--- config.mk ---
export PLATFORM = sky130hd
export DESIGN_NAME = postif_id
export DESIGN_NICKNAME = d
export VERILOG_FILES = /design/src/rtl/cpu_defs.sv /design/src/rtl/postif_id_buf.sv /design/src/rtl/postif_id.sv
export SDC_FILE = /design/constraint.sdc
export NUM_CORES = 1
export LEC_CHECK = 0
export BUFFER_PORTS_ARGS = -buffer_cell sky130_fd_sc_hd__buf_4
export CORE_MARGIN = 5
export CORE_UTILIZATION = 38
export DETAILED_ROUTE_END_ITERATION = 12
export HOLD_SLACK_MARGIN = 0.06
export SYNTH_ARGS = -nofsm -noshare
export SYNTH_HDL_FRONTEND = slang
export SYNTH_HIERARCHICAL = 1
export SYNTH_SLANG_ARGS = --single-unit
--- constraint.sdc ---
create_clock -name clk -period 2.6 [get_ports clk]
set_input_delay 0.26 -clock clk [delete_from_list [all_inputs] [get_ports clk]]
set_output_delay 0.26 -clock clk [all_outputs]
set_load 0.05 [all_outputs]
--- src/rtl/cpu_defs.sv ---
// cpu_defs: shared encodings, bubble constants and postif_id FSM states
package cpu_defs;
  localparam logic [31:0] NOP_INST = 32'h0;
  localparam logic [31:0] BUBBLE_PC = 32'h0;
  localparam logic [31:0] BUBBLE_EXC = 32'h0;
  typedef enum logic [1:0] {ST_IDLE, ST_WAIT, ST_HOLD, ST_DISCARD} postif_id_state_t;
  typedef struct packed {
    logic [31:0] pc;
    logic [31:0] inst;
    logic [31:0] exc;
    logic        valid;
  } fetch_t;
  localparam fetch_t BUBBLE = '{pc: BUBBLE_PC, inst: NOP_INST, exc: BUBBLE_EXC, valid: 1'b0};
endpackage

--- src/rtl/postif_id_buf.sv ---
// postif_id_buf: single-entry capture register for a response that arrives while decode is stalled
module postif_id_buf
  import cpu_defs::*;
(
  input  logic   clk,
  input  logic   resetn,
  input  logic   load_i,
  input  logic   clear_i,
  input  fetch_t d_i,
  output fetch_t q_o
);
  fetch_t buf_q, buf_d;
  // load wins over clear; otherwise hold
  always_comb buf_d = load_i ? d_i : (clear_i ? BUBBLE : buf_q);
  // capture register with synchronous active-low reset
  always_ff @(posedge clk) begin
    if (!resetn) buf_q <= BUBBLE;
    else buf_q <= buf_d;
  end
  assign q_o = buf_q;
endmodule

--- src/rtl/postif_id.sv ---
// postif_id: postif->id pipeline register completing the icache handshake; `POSTIF_ID_PERF_EN adds wait_cycles_o
module postif_id
  import cpu_defs::*;
(
  input  logic        clk,
  input  logic        resetn,
  input  logic        flush_i,
  input  logic        stall_i,
  input  logic [31:0] pc_i,
  input  logic [31:0] inst_i,
  input  logic [31:0] exception_type_i,
  input  logic        inst_ren_i,
  input  logic        inst_ok_i,
  input  logic        inst_valid_i,
  output logic [31:0] id_pc_o,
  output logic [31:0] id_inst_o,
  output logic [31:0] id_exception_type_o,
  output logic        id_valid_o,
`ifdef POSTIF_ID_PERF_EN
  output logic [31:0] wait_cycles_o,
`endif
  output logic        postif_id_stall_o
);
  postif_id_state_t state_q, state_d;
  fetch_t out_q, out_d, buf_q, in_word;
  logic buf_load, buf_clear, pending, wait_stall;
  assign in_word = {pc_i, inst_i, exception_type_i, inst_valid_i};
  assign pending = (state_q == ST_WAIT) || (state_q == ST_IDLE && inst_ren_i);
  assign wait_stall = inst_ren_i & ~inst_ok_i & (state_q == ST_IDLE || state_q == ST_WAIT);
  assign postif_id_stall_o = wait_stall | (state_q == ST_HOLD) | (state_q == ST_DISCARD);
  postif_id_buf u_buf (
    .clk     (clk),
    .resetn  (resetn),
    .load_i  (buf_load),
    .clear_i (buf_clear),
    .d_i     (in_word),
    .q_o     (buf_q)
  );
  // next state and next id outputs: flush > stall > advance
  always_comb begin
    state_d = state_q;
    out_d = out_q;
    buf_load = 1'b0;
    buf_clear = 1'b0;
    if (flush_i) begin
      out_d = BUBBLE;
      buf_clear = 1'b1;
      state_d = (pending && !inst_ok_i) ? ST_DISCARD : ST_IDLE;
    end else if (state_q == ST_DISCARD) begin
      if (inst_ok_i) state_d = ST_IDLE;
    end else if (state_q == ST_HOLD) begin
      if (!stall_i) begin
        out_d = buf_q;
        buf_clear = 1'b1;
        state_d = ST_IDLE;
      end
    end else if (inst_ren_i) begin
      if (!inst_ok_i) begin
        state_d = ST_WAIT;
        if (!stall_i) out_d = BUBBLE;
      end else if (stall_i) begin
        buf_load = 1'b1;
        state_d = ST_HOLD;
      end else begin
        out_d = in_word;
        state_d = ST_IDLE;
      end
    end else begin
      state_d = ST_IDLE;
      if (!stall_i) out_d = (|exception_type_i) ? {pc_i, NOP_INST, exception_type_i, 1'b1} : BUBBLE;
    end
  end
  // state and output registers
  always_ff @(posedge clk) begin
    if (!resetn) begin
      state_q <= ST_IDLE;
      out_q <= BUBBLE;
    end else begin
      state_q <= state_d;
      out_q <= out_d;
    end
  end
  assign id_pc_o = out_q.pc;
  assign id_inst_o = out_q.inst;
  assign id_exception_type_o = out_q.exc;
  assign id_valid_o = out_q.valid;
`ifdef POSTIF_ID_PERF_EN
  logic [31:0] wait_q, wait_d;
  // saturating count of cycles stalled waiting on or discarding a response
  always_comb wait_d = ((wait_stall || state_q == ST_DISCARD) && !(&wait_q)) ? wait_q + 32'd1 : wait_q;
  // counter register, cleared only by reset
  always_ff @(posedge clk) begin
    if (!resetn) wait_q <= 32'd0;
    else wait_q <= wait_d;
  end
  assign wait_cycles_o = wait_q;
`endif
endmodule

Word-level counts from Yosys, hierarchy flattened
Cells that the tools add are included.

word-level totals
  register bits = 196
  bits in latches = 0
  RAM bits = 0
  memory bits (read-only) = 0
  input port bits = 103
  output and inout port bits = 98
  logic and storage cells = 62
  memories = 0

cells by class
  $add $sub $neg = 0
  multiply operators = 0
  divide/modulo/power cells = 0
  magnitude comparators = 0
  equality and inequality tests = 5
  shift operators = 0
  multiplexer cells = 29
  bitwise logic cells = 8
  reduce and logical (&&, ||, !) cells = 11

operators by type and width
  operator                                        number
  2-to-1 mux 97 bit                               10
  OR reduction 32 bit                             1
  2-to-1 mux 2 bit                                9
  2-to-1 mux 1 bit                                10
  == test 2 bit (second input constant)           2
  != test 4 x 3 -> 1 bit (second input constant)  1
  inverter 1 bit                                  4
  AND reduction 2 bit                             2
  != test 3 bit (second input constant)           1
  bitwise AND 1 bit                               2
  == test 2 x 1 -> 1 bit (second input constant)  1
  logical AND 1 bit                               2
  zero test 2 bit                                 1
  logical OR 1 bit                                2
  bitwise OR 1 bit                                2
  nonzero test 2 bit                              1
  OR reduction 2 bit                              1
  zero test 1 bit                                 1

Longest topological paths before layout
  depth after elaboration = 7
  depth in mapped cells = 8
  depth with buffers taken out = 4

Hierarchy
Netlist, hierarchy kept.

modules (own cells, without submodules)
  module         times used  cells an instance  area each (um^2)  sequential area each (um^2)
  postif_id      1           563                4864.7            1981.9
  postif_id_buf  1           431                3826.2            1941.9

Least setup slack after synthesis
No wires, ideal clock.

  path kind = reg2reg
  start = register state_q[1]
  end = register, netlist name u_buf/q_o[58]
  setup time = 0.130 ns
  data arrival time = 1.337 ns
  required time = 2.470 ns
  slack = 1.133 ns
  cell stages (with the launch flop) = 8
  buffers on the path = 3
  period minus slack after synthesis = 1.467 ns
  cells stage by stage = dfxtp_1 buf_6 nand4b_1 nor2_1 buf_6 clkbuf_1 nand2b_1 o21ai_0

on the way
  word-level cells in the longest chain between the ends = 5
  elaborated cells between the ends (all ways) = 10
  those cells by class = 2 x eq/ne; 7 x mux; 1 x reduce/logical

RTL lines
  item                                                     RTL line         RTL
  from (decl)                                              postif_id.sv:24  postif_id_state_t state_q, state_d;
  from (signal assigned)                                   postif_id.sv:79  state_q <= state_d;
  == test 2 bit                                            postif_id.sv:51  end else if (state_q == ST_HOLD) begin
  2-to-1 mux 1 bit                                         postif_id.sv:51
  2-to-1 mux 1 bit (*)                                     postif_id.sv:49  end else if (state_q == ST_DISCARD) begin
  2-to-1 mux 1 bit (*)                                     postif_id.sv:45  if (flush_i) begin
  via buf_load                                             postif_id.sv:26  logic buf_load, buf_clear, pending, wait_stall;
  2-to-1 mux 97 bit or nonzero test 2 bit (tied branches)  n/a

Mark *: on every way through the listed nets, which the timed path passes. The rest lies on a longest branch.
A chain may end at the register's enable or synchronous reset.

Final worst setup path
  start = register state_q[0]
  end = register out_q (netlist bit id_inst_o[2])

on the way
  word-level cells in the longest chain between the ends = 3
  elaborated cells between the ends (all ways) = 5
  those cells by class = 2 x eq/ne; 1 x mux; 1 x bitwise; 1 x reduce/logical

RTL lines
  item                                  RTL line         RTL
  == test 2 bit                         postif_id.sv:49
  inverter 1 bit (no source line)       n/a
  AND reduction 2 bit (no source line)  n/a
  to (signal assigned)                  postif_id.sv:80  out_q <= out_d;
  to (decl)                             postif_id.sv:25  fetch_t out_q, out_d, buf_q, in_word;

Several ways; a longest one is shown, not always the timed one.

==> flow_metrics.py <==
metrics = {
    "synthesis": {
        "syn-instance-count": 994,
        "async_flop_share": 0,
        "synth-edff-count": 0,
        "synth_area_mm2": 0.00869,
        "syn-num-nets": 1097,
        "synthFlopType": "dfxtp_1",
        "yosys_warnings": 6,
        "synth_cell_types": 37,
        "yosys_register_bits": 196,
        "synth-seq-area-share": 0.451,
        "synth.avg_cell_area_um2": 8.74,
    },
    "route": {
        "wire_per_inst_um": 18.1,
        "first_iter_violations": 619,
        "firstDrtPassIters": 5,
        "vias": 7896,
        "drc_errors": 0,
        "drt-total-wl_mm": 26.1,
        "drtAntennaViolNets": 0,
        "viasPerCell": 5.46,
    },
    "cts": {
        "cts_buffer_depth": 2,
        "clkSinkCount": 196,
        "cts_hold_buf": 20,
        "cts_tree": "built",
        "post_cts_buffers": 0,
        "cts_root_buf": "clkbuf_16",
        "clock_latency_ps": 430,
        "cts.repair.resized": 0,
        "cts_buffers": 17,
        "cts.clk_slew.worst_paths_ps": 80,
        "htree_levels": 4,
    },
    "floorplan": {
        "num_io_pins": 201,
        "die_x_um": 161,
        "die_y_um": 161,
        "num_rows": 55,
        "core_mm2": 0.0226,
        "initial_utilization": 0.385,
        "die_area_mm2": 0.0260,
    },
    "grt": {
        "grt_util_met3": 0.0378,
        "busiest_layer": "met2",
        "grt_pass1_vias": 7690,
        "grt_usage": 0.196,
        "grtUsageMet1": 0.277,
        "grt_use_met2": 0.302,
        "grt_pass1_wl_mm": 42.1,
        "antenna_found_initial": 0,
        "grt-ovfl-total": 0,
        "grt_max_degree": 103,
    },
    "sta": {
        "slew_headroom": 0.387,
        "grt_setup_unrepaired": "no",
        "hold_violations": 0,
        "tightest_slew_ps": 920,
        "fmaxAchievable_mhz": 491,
        "skew_ps": 12.5,
        "drv_slew": 0,
        "fin_crit_ps": 2040,
        "setup_ws_ps": 564,
        "min_period_over_period": 0.783,
        "finalSetupViolCount": 0,
        "fin_setup_tns_ps": 0,
    },
    "final_layout": {
        "n_antenna_cell": 0,
        "post-route-util": 0.486,
        "area_delta_synth_final_pct": 26.2,
        "final_nets": 1250,
        "drive_gt1_frac": 0.249,
    },
    "power": {
        "ir_worst_vdd_v": 0.000359,
        "total_power_mw": 6.79,
        "power_leakage_nw": 4.06,
        "powerDensity_mw_per_mm2": 620,
    },
    "place": {
        "pre_cts_slack_ps": 589,
        "dp_hpwl_mm": 16.0,
        "gp_congestion": 0.773,
        "io_buffer_count": 200,
    },
    "critical_path": {
        "arrival_ps": 2370,
        "crit_required_ps": 2940,
        "cp-start-kind": "flop",
        "crit_fanout": 27,
        "worst-setup-path-type": "flop to flop",
        "crit_path_end_kind": "flop",
    },
    "outcome": {
        "outcome": "finished clean",
    },
    "flow_run": {
        "maxCapViolations": 0,
    },
    "worst_hold_path": {
        "hold_path_class": "primary input to flop",
    },
}
worst paths after layout:
kind / slack, ps / depth (start not counted) / start / to
max reg2reg: 560 / 5 / state_q[0] / id_inst_o[2]
max: 560 / 5 / state_q[0] / id_inst_o[2]
min reg2reg: 470 / 2 / u_buf/q_o[84] / u_buf/q_o[84]
min: 80 / 3 / pc_i[23] / u_buf/q_o[88]
Yosys cell counts (6+ instances only):
| master | instances | area share |
|---|---|---|
| a21oi_1 | 66 | 0.038 |
| a221oi_1 | 50 | 0.050 |
| a221oi_2 | 14 | 0.024 |
| buf_2 | 39 | 0.022 |
| buf_4 | 6 | 0.0052 |
| buf_6 | 25 | 0.032 |
| clkbuf_1 | 33 | 0.014 |
| clkbuf_2 | 6 | 0.0035 |
| dfxtp_1 | 196 | 0.45 |
| nand2b_1 | 98 | 0.071 |
| nand3_1 | 100 | 0.058 |
| nor2_1 | 67 | 0.029 |
| nor2b_1 | 6 | 0.0043 |
| nor3_1 | 66 | 0.038 |
| nor3b_1 | 28 | 0.024 |
| o21ai_0 | 47 | 0.027 |
| o21ai_1 | 83 | 0.048 |
| o31ai_1 | 32 | 0.028 |
metal layers:
metal  wire length [um]  vias up
li1                   -     3898
met1              12300     3719
met2              11900      259
met3               1520       20
met4                379        0
met5                  0        -
sequential cells by signal, indices dropped and copies added (netlist names):
| name | count |
|---|---|
| id_pc_o | 32 |
| id_valid_o | 1 |
| u_buf/q_o | 97 |
| state_q | 2 |
| id_exception_type_o | 32 |
| id_inst_o | 32 |
logic make-up after synthesis:
kind of cell / share of synthesized area
buffers and inverters: 0.0782
AND/OR/NAND/NOR: 0.248
AO/OA/AOI/OAI: 0.222
flip-flops: 0.451
critical path, stage by stage, from the launching register on:
cell,delay (ps)
dfxtp_1,580
nand2b_4,210
and3_2,630
buf_4,280
a221oi_2,60
nor3_1,180
power by group:
group | internal [mW] | switching, mW
sequential | 3.08 | 0.0525
combinational | 0.392 | 0.666
clock | 1.40 | 1.20
total | 4.87 | 1.92
cell usage in the layout (no fill, tap or decap), types with 20 or more instances in the layout:
cell type and count:
o31ai_1 32, a221oi_1 50, nand2b_1 97, dlygate4sd3_1 20
o21ai_0 47, dfxtp_1 196, nor3_1 66, o21ai_1 83
a21oi_1 66, nor3b_1 28, nand3_1 100, buf_4 216
nor2_1 66
stage by stage:
step | instance area (um^2) | hold WS (ps) | cells
global route | 11000 | 69.1 | 1445
detailed placement | 10200 | 453 | 1393
global placement | 10200 | 451 | 1393
finish | 11000 | 79.2 | 1445
floorplan | 8690 | 378 | 994
CTS | 11000 | 60.0 | 1445
final cells by class:
class                           count  area [um^2]
Clock buffer                       21          460
Clock inverter                     11          118
Fill cell                        2154        11600
Multi-Input combinational cell    688         4130
Sequential cell                   196         3920
Tap cell                          285          357
Timing Repair Buffer              244         1980
Power figures use the tool's default switching activity.
